**config.mk**
```make
export PLATFORM = sky130hd
export DESIGN_NAME = lsu_mem_port_flat
export DESIGN_NICKNAME = d
export VERILOG_FILES = /design/src/rtl/lsu_mem_port_if.sv /design/src/rtl/lsu_mem_port.sv /design/src/flat_wrapper.sv
export SDC_FILE = /design/constraint.sdc
export NUM_CORES = 1
export LEC_CHECK = 0
export BUFFER_PORTS_ARGS = -buffer_cell sky130_fd_sc_hd__buf_2
export CAP_MARGIN = 40
export CELL_PAD_IN_SITES_DETAIL_PLACEMENT = 1
export CELL_PAD_IN_SITES_GLOBAL_PLACEMENT = 2
export CORE_MARGIN = 5
export CORE_UTILIZATION = 36
export CTS_CLUSTER_DIAMETER = 40
export DETAILED_ROUTE_END_ITERATION = 7
export GPL_TIMING_DRIVEN = 0
export PLACE_DENSITY = 0.85
export RECOVER_POWER = 100
export SLEW_MARGIN = 20
export SYNTH_ARGS = -nofsm -noshare
export SYNTH_HDL_FRONTEND = slang
export SYNTH_SLANG_ARGS = --single-unit
```
**constraint.sdc**
```tcl
create_clock -name i_clk -period 9.5 [get_ports i_clk]
set_clock_uncertainty 0.05 [all_clocks]
set_input_delay 1.425 -clock i_clk [delete_from_list [all_inputs] [get_ports i_clk]]
set_output_delay 1.425 -clock i_clk [all_outputs]
set_load 0.02 [all_outputs]
```
**src/rtl/lsu_mem_port_if.sv**
```systemverilog
// Core-side request/response and memory-side port of the load/store unit.
// The master modport is the LSU; the slave modport is the core plus data memory.
interface lsu_mem_port_if #(
  parameter int unsigned ADDR_W = 32,
  parameter int unsigned WIDTH  = 32
);
  logic              i_req;
  logic              i_we;
  logic [2:0]        i_funct3;
  logic [ADDR_W-1:0] i_addr;
  logic [WIDTH-1:0]  i_wdata;
  logic              o_busy;
  logic              o_done;
  logic              o_err;
  logic [WIDTH-1:0]  o_rdata;
  logic [ADDR_W-1:0] o_mem_addr;
  logic              o_mem_we;
  logic [WIDTH-1:0]  o_mem_wdata;
  logic [WIDTH-1:0]  i_mem_rdata;

  modport master (
    input  i_req, i_we, i_funct3, i_addr, i_wdata, i_mem_rdata,
    output o_busy, o_done, o_err, o_rdata, o_mem_addr, o_mem_we, o_mem_wdata
  );

  modport slave (
    output i_req, i_we, i_funct3, i_addr, i_wdata, i_mem_rdata,
    input  o_busy, o_done, o_err, o_rdata, o_mem_addr, o_mem_we, o_mem_wdata
  );
endinterface

```
**src/rtl/lsu_mem_port.sv**
```systemverilog
// RV32I load/store unit: turns byte/half/word requests into word-aligned memory
// accesses, with read-modify-write for partial stores and splitting across words.
module lsu_mem_port #(
  parameter int unsigned ADDR_W = 32,
  parameter int unsigned WIDTH  = 32
) (
  input  logic           i_clk,
  input  logic           i_rst,
  lsu_mem_port_if.master bus
);

  typedef enum logic [2:0] {IDLE, RD0, RD1, WR0, WR1, DONE} state_t;

  state_t            state;
  logic              we_q;
  logic [2:0]        f3_q;
  logic [ADDR_W-1:0] addr_q;
  logic [WIDTH-1:0]  wdata_q;
  logic [WIDTH-1:0]  word0_q;
  logic [WIDTH-1:0]  word1_q;

  function automatic logic acc_legal(input logic [2:0] f3);
    case (f3)
      3'b000, 3'b001, 3'b010, 3'b100, 3'b101: acc_legal = 1'b1;
      default:                                acc_legal = 1'b0;
    endcase
  endfunction

  function automatic logic [2:0] acc_size(input logic [2:0] f3);
    case (f3[1:0])
      2'b00:   acc_size = 3'd1;
      2'b01:   acc_size = 3'd2;
      default: acc_size = 3'd4;
    endcase
  endfunction

  // Replace the lanes of one word (hi selects word1) that the store bytes land on
  function automatic logic [WIDTH-1:0] merge_lanes(input logic [WIDTH-1:0] word,
                                                   input logic [WIDTH-1:0] data,
                                                   input logic [1:0] off,
                                                   input logic [2:0] size,
                                                   input logic hi);
    logic [WIDTH-1:0] r;
    logic [2:0]       pos;
    r = word;
    for (int k = 0; k < 4; k++) begin
      pos = 3'(off) + 3'(k);
      if ((3'(k) < size) && (pos[2] == hi))
        r[{pos[1:0], 3'b000} +: 8] = data[8*k +: 8];
    end
    return r;
  endfunction

  function automatic logic [WIDTH-1:0] load_val(input logic [WIDTH-1:0] w0,
                                                input logic [WIDTH-1:0] w1,
                                                input logic [1:0] off,
                                                input logic [2:0] f3);
    logic [2*WIDTH-1:0] pair;
    logic [WIDTH-1:0]   raw;
    pair = {w1, w0} >> {off, 3'b000};
    raw  = pair[WIDTH-1:0];
    case (f3)
      3'b000:  load_val = {{(WIDTH-8){raw[7]}}, raw[7:0]};
      3'b001:  load_val = {{(WIDTH-16){raw[15]}}, raw[15:0]};
      3'b100:  load_val = {{(WIDTH-8){1'b0}}, raw[7:0]};
      3'b101:  load_val = {{(WIDTH-16){1'b0}}, raw[15:0]};
      default: load_val = raw;
    endcase
  endfunction

  logic [1:0]        off;
  logic [2:0]        size;
  logic              span;
  logic [ADDR_W-1:0] word0_addr;
  logic [ADDR_W-1:0] word1_addr;
  logic [ADDR_W-1:0] in_word0_addr;
  logic              in_aligned_sw;
  logic [WIDTH-1:0]  rmw_word0;
  logic [WIDTH-1:0]  ld_result;
  logic [WIDTH-1:0]  wr0_data;
  logic [WIDTH-1:0]  wr1_data;

  // Geometry of the captured request; word1 wraps at the top of the address space
  always_comb begin
    off           = addr_q[1:0];
    size          = acc_size(f3_q);
    span          = (3'(off) + size) > 3'd4;
    word0_addr    = {addr_q[ADDR_W-1:2], 2'b00};
    word1_addr    = word0_addr + ADDR_W'(4);
    in_word0_addr = {bus.i_addr[ADDR_W-1:2], 2'b00};
    in_aligned_sw = bus.i_we && (bus.i_funct3 == 3'b010) && (bus.i_addr[1:0] == 2'b00);
    rmw_word0     = (state == RD0) ? bus.i_mem_rdata : word0_q;
    ld_result     = load_val(rmw_word0, bus.i_mem_rdata, off, f3_q);
    wr0_data      = merge_lanes(rmw_word0, wdata_q, off, size, 1'b0);
    wr1_data      = merge_lanes(word1_q, wdata_q, off, size, 1'b1);
  end

  // FSM with outputs registered for the state being entered
  always_ff @(posedge i_clk or posedge i_rst) begin
    if (i_rst) begin
      state           <= IDLE;
      we_q            <= 1'b0;
      f3_q            <= 3'b000;
      addr_q          <= '0;
      wdata_q         <= '0;
      word0_q         <= '0;
      word1_q         <= '0;
      bus.o_busy      <= 1'b0;
      bus.o_done      <= 1'b0;
      bus.o_err       <= 1'b0;
      bus.o_rdata     <= '0;
      bus.o_mem_addr  <= '0;
      bus.o_mem_we    <= 1'b0;
      bus.o_mem_wdata <= '0;
    end else begin
      bus.o_done   <= 1'b0;
      bus.o_err    <= 1'b0;
      bus.o_mem_we <= 1'b0;
      case (state)
        IDLE: begin
          if (bus.i_req) begin
            we_q       <= bus.i_we;
            f3_q       <= bus.i_funct3;
            addr_q     <= bus.i_addr;
            wdata_q    <= bus.i_wdata;
            bus.o_busy <= 1'b1;
            if (!acc_legal(bus.i_funct3)) begin
              state      <= DONE;
              bus.o_done <= 1'b1;
              bus.o_err  <= 1'b1;
            end else if (in_aligned_sw) begin
              state           <= WR0;
              bus.o_mem_we    <= 1'b1;
              bus.o_mem_addr  <= in_word0_addr;
              bus.o_mem_wdata <= bus.i_wdata;
            end else begin
              state          <= RD0;
              bus.o_mem_addr <= in_word0_addr;
            end
          end
        end
        RD0: begin
          word0_q <= bus.i_mem_rdata;
          if (span) begin
            state          <= RD1;
            bus.o_mem_addr <= word1_addr;
          end else if (we_q) begin
            state           <= WR0;
            bus.o_mem_we    <= 1'b1;
            bus.o_mem_wdata <= wr0_data;
          end else begin
            state          <= DONE;
            bus.o_done     <= 1'b1;
            bus.o_rdata    <= ld_result;
            bus.o_mem_addr <= '0;
          end
        end
        RD1: begin
          word1_q <= bus.i_mem_rdata;
          if (we_q) begin
            state           <= WR0;
            bus.o_mem_we    <= 1'b1;
            bus.o_mem_addr  <= word0_addr;
            bus.o_mem_wdata <= wr0_data;
          end else begin
            state          <= DONE;
            bus.o_done     <= 1'b1;
            bus.o_rdata    <= ld_result;
            bus.o_mem_addr <= '0;
          end
        end
        WR0: begin
          if (span) begin
            state           <= WR1;
            bus.o_mem_we    <= 1'b1;
            bus.o_mem_addr  <= word1_addr;
            bus.o_mem_wdata <= wr1_data;
          end else begin
            state           <= DONE;
            bus.o_done      <= 1'b1;
            bus.o_mem_addr  <= '0;
            bus.o_mem_wdata <= '0;
          end
        end
        WR1: begin
          state           <= DONE;
          bus.o_done      <= 1'b1;
          bus.o_mem_addr  <= '0;
          bus.o_mem_wdata <= '0;
        end
        DONE: begin
          state      <= IDLE;
          bus.o_busy <= 1'b0;
        end
        default: state <= IDLE;
      endcase
    end
  end

endmodule

```
**src/flat_wrapper.sv**
```systemverilog
// flat-port wrapper written by rule: the top's interface ports become plain ports
module lsu_mem_port_flat 
#(
  parameter int unsigned ADDR_W = 32,
  parameter int unsigned WIDTH  = 32
)
  (i_clk, i_rst, bus_i_req, bus_i_we, bus_i_funct3, bus_i_addr, bus_i_wdata, bus_i_mem_rdata, bus_o_busy, bus_o_done, bus_o_err, bus_o_rdata, bus_o_mem_addr, bus_o_mem_we, bus_o_mem_wdata);
  lsu_mem_port_if #(.ADDR_W(ADDR_W), .WIDTH(WIDTH)) bus_i ();
  input  logic i_clk;
  input  logic i_rst;
  input wire logic [$bits(bus_i.i_req)-1:0] bus_i_req;
  input wire logic [$bits(bus_i.i_we)-1:0] bus_i_we;
  input wire logic [$bits(bus_i.i_funct3)-1:0] bus_i_funct3;
  input wire logic [$bits(bus_i.i_addr)-1:0] bus_i_addr;
  input wire logic [$bits(bus_i.i_wdata)-1:0] bus_i_wdata;
  input wire logic [$bits(bus_i.i_mem_rdata)-1:0] bus_i_mem_rdata;
  output wire logic [$bits(bus_i.o_busy)-1:0] bus_o_busy;
  output wire logic [$bits(bus_i.o_done)-1:0] bus_o_done;
  output wire logic [$bits(bus_i.o_err)-1:0] bus_o_err;
  output wire logic [$bits(bus_i.o_rdata)-1:0] bus_o_rdata;
  output wire logic [$bits(bus_i.o_mem_addr)-1:0] bus_o_mem_addr;
  output wire logic [$bits(bus_i.o_mem_we)-1:0] bus_o_mem_we;
  output wire logic [$bits(bus_i.o_mem_wdata)-1:0] bus_o_mem_wdata;
  assign bus_i.i_req = bus_i_req;
  assign bus_i.i_we = bus_i_we;
  assign bus_i.i_funct3 = bus_i_funct3;
  assign bus_i.i_addr = bus_i_addr;
  assign bus_i.i_wdata = bus_i_wdata;
  assign bus_i.i_mem_rdata = bus_i_mem_rdata;
  assign bus_o_busy = bus_i.o_busy;
  assign bus_o_done = bus_i.o_done;
  assign bus_o_err = bus_i.o_err;
  assign bus_o_rdata = bus_i.o_rdata;
  assign bus_o_mem_addr = bus_i.o_mem_addr;
  assign bus_o_mem_we = bus_i.o_mem_we;
  assign bus_o_mem_wdata = bus_i.o_mem_wdata;
  lsu_mem_port #(.ADDR_W(ADDR_W), .WIDTH(WIDTH)) u_core (.i_clk(i_clk), .i_rst(i_rst), .bus(bus_i));
endmodule
```
==> metrics.cfg, run 1 <==
[final_layout]
antenna_cells = 0
drive_gt1_frac = 0.1666
area_growth_syn_to_layout_pct = 22.47
nets = 1888

[grt]
antenna_found_initial = 0
grt_start_max_net_pins = 100
grt.overflow.total = 0
grt_pass1_wl_um = 96540
track_usage = 0.3052
grt_pass1_vias = 14510

[timing]
rsz0062_at_grt = false
hold_viol = 0
final_max_slew_viol_count = 45
period_share = 0.5271
period_minus_slack_ns = 5.008
timing.fmax_ghz = 0.1997
setup_slack_ns = 4.492
slew_headroom = -0.4823
finalSetupViolCount = 0
tightest_slew_ns = 2.211

[power]
p_leak_nw = 7.041
p_per_area_nw_per_um2 = 497.1
irDropWorstVdd_mv = 0.1812
switchingPower_mw = 4.339
seq_power_share = 0.239
internal_power_mw = 4.066
power_mw = 8.405
p_sw_frac = 0.5163
pwr-share-clk = 0.191
combinationalPowerShare = 0.570

[clocking]
clockBufferDepth = 3
post-cts-setup-buffers = 0
cts_tree = built
root_buffer = clkbuf_16
cts_sinks = 233
cts_resized = 0
clk_pin_slew_ns = 0.05
clk_latency_ns = 0.59
hold_buffers = 0
cts_buffers = 44
cts-htree-levels = 2

[place]
post-place-ws_ns = 4.911
dp_hpwl_um = 49790
numPortBuffers = 200
gp_congestion = 1.006

[worst_setup_path]
required_ns = 9.94
cp_num_buf_inv = 7
arrival_ns = 5.45
path_cells = clkbuf_1 > inv_1 > clkbuf_1 > ha_1 > clkbuf_1 > and2_0 > clkbuf_1 > clkbuf_1 > clkbuf_1 > nand3_1 > o211ai_1 > a31oi_1 > a21oi_1
startpoint_type = flop
slowest_delay_ns = 0.55
path_class = reg2reg
path_common_cell = clkbuf_1
crit_path_end_kind = flop
crit_fanout = 13
worst_path_max_delay_cell = clkbuf_1
critPathTopFamily = buffers and inverters

[synth]
synth_area_um2 = 13810
syn_area_per_cell_um2 = 9.143
async_reset_ff_frac = 1.000
synth_ff_type = dfrtp_1
synth_warnings = 0
synth_edf_count = 0
ys_seq_area_frac = 0.4223
ys_seq_elements = 233
syn_inst = 1510
ys_types = 75

[routing]
viasPerCell = 6.096
num_vias = 14130
detail_route.wl_per_cell_um = 28.30
drc = 0
antenna_left = 0
drt_first_pass_iters = 5
drt-total-wl_um = 65600
drtIter0Drc = 1174

[floorplan]
core_area_um2 = 37760
dieWidth_um = 205.8
initial_core_util = 0.3657
dieArea_um2 = 42370
die_y_um = 205.8
design.portCount = 203
num_rows = 71

[run_status]
violations = max-capacitance violations, max-slew violations
status = finished, violations left

[hold_path]
hp-class = reg2reg

[job]
maxCapViolCount = 1

[cells in the mapped netlist, types with 11 or more instances]
cell type	number	area share
buf_2	11	0.0040
mux2_2	100	0.082
dfrtp_1	233	0.42
mux2i_1	54	0.039
a31oi_1	46	0.021
nor2b_1	15	0.0068
ha_1	11	0.010
nor2_1	98	0.027
nor4_1	17	0.0077
nand2_1	165	0.045
and3_1	19	0.0086
nand3_1	65	0.024
nor3_1	24	0.0087
o211ai_1	30	0.016
nand4_1	11	0.0050
a211oi_1	27	0.015
o22ai_1	13	0.0059
a221oi_1	30	0.019
inv_1	39	0.011
a211o_1	17	0.011
o21ai_0	55	0.020
clkbuf_1	106	0.029
a311oi_1	11	0.0070
a21oi_1	140	0.051
[metal layers]
metal  up-vias  global-route usage  wire length (um)
met5         -                   0                 0
met4         0              0.1231              2715
met3       155             0.05674              5245
met2       672              0.4772             29630
met1      7139              0.4187             28010
li1       6165                   -                 -
[flip-flops by register name, summed over array words and instances (netlist names), 3 cells and up]
signal,flops
u_core.addr_q,32
u_core.f3_q,3
u_core.state,3
u_core.bus.o_rdata,32
u_core.word1_q,32
u_core.wdata_q,32
u_core.bus.o_mem_addr,30
u_core.word0_q,32
u_core.bus.o_mem_wdata,32
[logic make-up (layout without fill, tap and decap cells)]
logic type / count (synthesis) / count (layout) / synth area share
AND/OR/NAND/NOR: 464 / 464 / 0.1606
AO/OA/AOI/OAI: 462 / 462 / 0.2241
flip-flops: 233 / 233 / 0.4223
buffers and inverters: 170 / 466 / 0.04867
multiplexers: 157 / 157 / 0.1256
adder cells (fa/ha/maj): 12 / 12 / 0.01142
XOR/XNOR: 11 / 11 / 0.006978
other: 1 / 2 / 0.0002716
[layout make-up]
cell class | count | area [um2]
Sequential cell | 233 | 5831
Fill cell | 4495 | 20850
Tap cell | 511 | 639.4
Clock inverter | 30 | 344.1
Multi-Input combinational cell | 1108 | 7266
Timing Repair Buffer | 216 | 1021
Inverter | 40 | 151.4
Clock buffer | 50 | 1154
Buffer | 130 | 501.7
[layout by cell type (no fill, tap or decap), drive strengths merged, types with 13 or more instances in the layout]
master  count
a211o      17
a211oi     29
a21oi     140
a221oi     30
a31oi      46
and3       19
buf       123
clkbuf    273
dfrtp     233
inv        49
mux2      100
mux2i      54
nand2     165
nand3      65
nor2       98
nor2b      15
nor3       24
nor4       18
o211ai     30
o21ai      64
o22ai      13
[final timing paths]
path / depth (start not counted) / to / startpoint / slack [ns]
setup reg to reg: 13 / u_core.bus.o_mem_wdata[14] / u_core.addr_q[0] / 4.49
max in group asynchronous: 4 / u_core.wdata_q[26] / i_rst / 6.28
setup / recovery: 13 / u_core.bus.o_mem_wdata[14] / u_core.addr_q[0] / 4.49
hold / removal: 2 / u_core.bus.o_rdata[2] / u_core.bus.o_rdata[2] / 0.43
min in group asynchronous: 2 / u_core.bus.o_rdata[1] / i_rst / 1.38
hold reg to reg: 2 / u_core.bus.o_rdata[2] / u_core.bus.o_rdata[2] / 0.43
[through the flow]
step | setup TNS, ns | instance area (um2) | util | instances | hold slack (ns)
after floorplan | 0 | 13810 | - | 1511 | 0.4158
after global placement | -283.48 | 15450 | 0.4092 | 2222 | 0.4109
after detailed placement | 0 | 15560 | 0.4123 | 2231 | 0.4156
after CTS | 0 | 17060 | 0.4519 | 2311 | 0.4269
after global routing | 0 | 16910 | 0.4478 | 2318 | 0.4516
final | 0 | 16910 | 0.4478 | 2318 | 0.4274
[power groups by stage]
stage / registers, mW / clock network (mW) / logic (mW)
3_5_place_dp: 1.99 / 0 / 4.73
2_1_floorplan: 2.04 / 0 / 2.80
5_1_grt: 2.05 / 1.68 / 5.09
4_1_cts: 1.99 / 1.63 / 4.77
3_3_place_gp: 1.97 / 0 / 4.63
6_report: 2.01 / 1.61 / 4.79
[tightest hold or removal path: stages, from the launching register on]
cell	delay, ns
dfrtp_1	0.33
nand2_1	0.05
o21ai_0	0.06
(Power assumes the default switching activity.)
==> run 2: changes to the inputs <==
--- a/config.mk
+++ b/config.mk
@@ -5,16 +5,17 @@
 export SDC_FILE = /design/constraint.sdc
 export NUM_CORES = 1
 export LEC_CHECK = 0
+export ABC_AREA = 1
 export BUFFER_PORTS_ARGS = -buffer_cell sky130_fd_sc_hd__buf_2
 export CAP_MARGIN = 40
 export CELL_PAD_IN_SITES_DETAIL_PLACEMENT = 1
 export CELL_PAD_IN_SITES_GLOBAL_PLACEMENT = 2
 export CORE_MARGIN = 5
-export CORE_UTILIZATION = 36
+export CORE_UTILIZATION = 29
 export CTS_CLUSTER_DIAMETER = 40
 export DETAILED_ROUTE_END_ITERATION = 7
 export GPL_TIMING_DRIVEN = 0
-export PLACE_DENSITY = 0.85
+export PLACE_DENSITY = 0.81
 export RECOVER_POWER = 100
 export SLEW_MARGIN = 20
 export SYNTH_ARGS = -nofsm -noshare
==> constraint.sdc (replaced) <==
create_clock -name i_clk -period 4.57 [get_ports i_clk]
set_clock_uncertainty 0.05 [all_clocks]
set_input_delay 0.6855 -clock i_clk [delete_from_list [all_inputs] [get_ports i_clk]]
set_output_delay 0.6855 -clock i_clk [all_outputs]
set_load 0.02 [all_outputs]
==> run 2 against run 1 <==
Against the previous run:
- the flow still finishes with violations (max-capacitance violations, max-slew violations)
- critical path type unchanged
- synthesized cell count rose by 55%
- setup slack got worse by 4.2 ns
- first-iteration DRC count rose by 9.8%
- register-to-register slack got worse by 4.2 ns
- die area rose by 35%
- sequential share of layout area fell by 3.9 points
- sequential cell count did not move
- critical path depth rose by 3
- sequential power rose by 94%
==> metrics.cfg, run 2 <==
[grt]
grt_pass1_vias = 18160  ; was 14510
track_usage = 0.2636  ; was 0.3052
grt_start_max_net_pins = 33  ; was 100
grt.overflow.total = 0  ; unchanged
grt_pass1_wl_um = 114300  ; was 96540 um
antenna_found_initial = 4  ; was 0

[timing]
final_max_slew_viol_count = 122  ; was 45
tightest_slew_ns = 1.783  ; was 2.211 ns
slew_headroom = -0.1885  ; was -0.4823
finalSetupViolCount = 0  ; unchanged
holdWs_ns = 0.2442  ; was 0.4274 ns
period_share = 0.9367  ; was 0.5271
setup_slack_ns = 0.2893  ; was 4.492 ns
rsz0062_at_grt = false  ; unchanged
tns_ns = 0  ; unchanged
period_minus_slack_ns = 4.281  ; was 5.008 ns
timing.fmax_ghz = 0.2336  ; was 0.1997 GHz
hold_viol = 0  ; unchanged

[power]
power_mw = 19.17  ; was 8.405 mW
irDropWorstVdd_mv = 0.3464  ; was 0.1812 mV
p_leak_nw = 9.340  ; was 7.041 nW
p_per_area_nw_per_um2 = 1007  ; was 497.1 nW/um2

[worst_setup_path]
r2r-start = u_core.f3_q[1]  ; was u_core.addr_q[0]
r2r-end = u_core.bus.o_mem_wdata[24]  ; was u_core.bus.o_mem_wdata[14]
arrival_ns = 4.71  ; was 5.45 ns
slowest_delay_ns = 0.63  ; was 0.55 ns
worst_path_max_delay_cell = clkbuf_1  ; unchanged
critPathTopFamily = buffers and inverters  ; unchanged
startpoint_type = flop  ; unchanged
crit_fanout = 10  ; was 13
rrSetupSlack_ns = 0.29  ; was 4.49 ns
required_ns = 5.00  ; was 9.94 ns
path_cells = clkbuf_1 > inv_1 > nand2_1 > clkbuf_1 > ha_1 > nand2_1 > nand2_1 > nor2_1 > inv_1 > clkbuf_1 > clkbuf_1 > a21oi_1 > o21ai_0 > nand3_1 > nand2_1 > inv_1  ; was clkbuf_1 > inv_1 > clkbuf_1 > ha_1 > clkbuf_1 > and2_0 > clkbuf_1 > clkbuf_1 > clkbuf_1 > nand3_1 > o211ai_1 > a31oi_1 > a21oi_1
path_class = reg2reg  ; unchanged
rr_worst_depth = 16  ; was 13
crit_path_end_kind = flop  ; unchanged
cp_num_buf_inv = 7  ; unchanged

[synth]
synth_warnings = 0  ; unchanged
synthTopCellsByCount = nand2_1 (709), inv_1 (270), o21ai_0 (243)  ; was dfrtp_1 (233), nand2_1 (165), a21oi_1 (140)
ys_seq_elements = 233  ; unchanged
synth_edf_count = 0  ; unchanged
synth_ff_type = dfrtp_1  ; unchanged
synth_top_area_share = 0.3831  ; was 0.4223
synth_area_leaders = dfrtp_1 (38%), nand2_1 (17%), o21ai_0 (8.0%)  ; was dfrtp_1 (42%), mux2_2 (8.2%), a21oi_1 (5.1%)
ys_seq_area_frac = 0.3831  ; was 0.4223
syn_area_per_cell_um2 = 6.505  ; was 9.143 um2
ys_types = 43  ; was 75
synth_area_um2 = 15220  ; was 13810 um2
async_reset_ff_frac = 1.000  ; unchanged
yosysMostFrequentCell = nand2_1  ; was dfrtp_1
synth_area_leader_cell = dfrtp_1  ; unchanged
syn_inst = 2340  ; was 1510

[final_layout]
multiInputGateArea_um2 = 7787  ; was 7266 um2
most-common-layout-cells = nand2_1 (709), inv_1 (271), o21ai_0 (259)  ; was dfrtp_1 (233), clkbuf_1 (223), nand2_1 (165)
area_growth_syn_to_layout_pct = 25.07  ; was 22.47%
final_common_cell = nand2_1  ; was dfrtp_1
final_core_util = 0.3644  ; was 0.4478
seq_area_um2 = 5831  ; unchanged
final_area_um2 = 19040  ; was 16910 um2
stdcell_count = 3345  ; was 2318
antenna_cells = 0  ; unchanged
drive_gt1_frac = 0.1065  ; was 0.1666
fill_cells = 6755  ; was 4495
nets = 2723  ; was 1888

[place]
gp_congestion = 0.9672  ; was 1.006
dpl_cell_area_um2 = 17270  ; was 15560 um2
dp_hpwl_um = 62220  ; was 49790 um
post-place-ws_ns = 0.1371  ; was 4.911 ns
dpl.cell_count = 3237  ; was 2231
numPortBuffers = 200  ; unchanged

[clocking]
hold_buffers = 0  ; unchanged
cts_sinks = 233  ; unchanged
cts_tree = built  ; unchanged
root_buffer = clkbuf_16  ; unchanged
clk_pin_slew_ns = 0.05  ; about the same
clockBufferDepth = 3  ; unchanged
post-cts-setup-buffers = 0  ; unchanged
cts_buffers = 57  ; was 44
cts-htree-levels = 2  ; unchanged
clk_latency_ns = 0.62  ; was 0.59 ns

[floorplan]
design.portCount = 203  ; unchanged
die_y_um = 239.1  ; was 205.8 um
initial_core_util = 0.2914  ; was 0.3657
dieWidth_um = 239.1  ; was 205.8 um
num_rows = 84  ; was 71
dieArea_um2 = 57170  ; was 42370 um2
core_area_um2 = 52240  ; was 37760 um2

[hold_path]
hp-class = in2reg  ; was reg2reg
min_path_cells = 3  ; was 2
hold_start = bus_i_addr[19]  ; was u_core.bus.o_rdata[2]
holdPathEnd = u_core.addr_q[19]  ; was u_core.bus.o_rdata[2]

[routing]
viasPerCell = 5.158  ; was 6.096
drt_first_pass_iters = 7  ; was 5
detail_route.wl_per_cell_um = 23.12  ; was 28.30 um
drtIter0Drc = 1289  ; was 1174
antenna_left = 0  ; unchanged
drt-total-wl_um = 77340  ; was 65600 um
num_vias = 17250  ; was 14130
drc = 0  ; unchanged

[run_status]
violations = max-capacitance violations, max-slew violations  ; unchanged
status = finished, violations left  ; unchanged

[job]
maxCapViolCount = 4  ; was 1

-- run 2: changes by cell type after synthesis, moves of 53 or more --
cell     delta
o21ai_0   +188
nand3_1   +147
inv_1     +231
mux2_2     -94
nor2_1    +123
mux2i_1    -53
nand2_1   +544
-- run 2: kinds of logic (layout without fill, tap and decap cells) --
logic type / after synthesis / after routing / synth area share
buf+inv: 399 / 715 / 0.1040
xor+xnor: 6 / 6 / 0.003453
other cells: 1 / 2 / 0.0002464
simple gates: 1252 / 1252 / 0.3437
compound gates: 430 / 430 / 0.1501
mux: 7 / 7 / 0.005096
flops: 233 / 233 / 0.3831
fa+ha+maj: 12 / 12 / 0.01036
-- run 2: per-layer routing --
layer  part of all wire  vias up  track usage
met2               0.48      503       0.4462
met4              0.036        8      0.09355
met3              0.047      148      0.03946
li1                   -     8040            -
met5            0.00091        -            0
met1               0.43     8555       0.3438
-- run 2: timing repair --
item	CTS	global route
endpoints found under the setup margin	0	15
gates resized for setup	0	3
hold endpoints to repair	0	0
-- run 2: area by class of cell --
type	count	area share
Multi-Input combinational cell	1709	0.4091
Sequential cell	233	0.3063
Clock buffer	67	0.08058
Inverter	279	0.05508
Timing Repair Buffer	209	0.05081
Tap cell	688	0.04522
Clock inverter	41	0.02714
Buffer	119	0.02583
-- run 2: tightest hold or removal path: stages --
cell,delay (ns)
buf_2,0.09
nand2_1,0.05
o21ai_0,0.06
-- run 2: worst max path at each step --
| stage | cells past startpoint | end | start |
|---|---|---|---|
| CTS | 16 | u_core.bus.o_mem_wdata[30] | u_core.addr_q[0] |
| global placement | 2 | u_core.bus.o_mem_wdata[10] | i_rst |
| floorplan | 1 | u_core.addr_q[0] | i_rst |
| detailed placement | 16 | u_core.bus.o_mem_wdata[30] | u_core.addr_q[0] |
| global route | 17 | u_core.bus.o_mem_wdata[16] | u_core.f3_q[1] |
| finish | 16 | u_core.bus.o_mem_wdata[24] | u_core.f3_q[1] |
-- run 2: where the power goes --
group / internal (mW) / switching, mW
Clock: 2.86 / 1.45
Combinational: 2.82 / 8.13
Sequential: 3.14 / 0.763
Total: 8.82 / 10.3
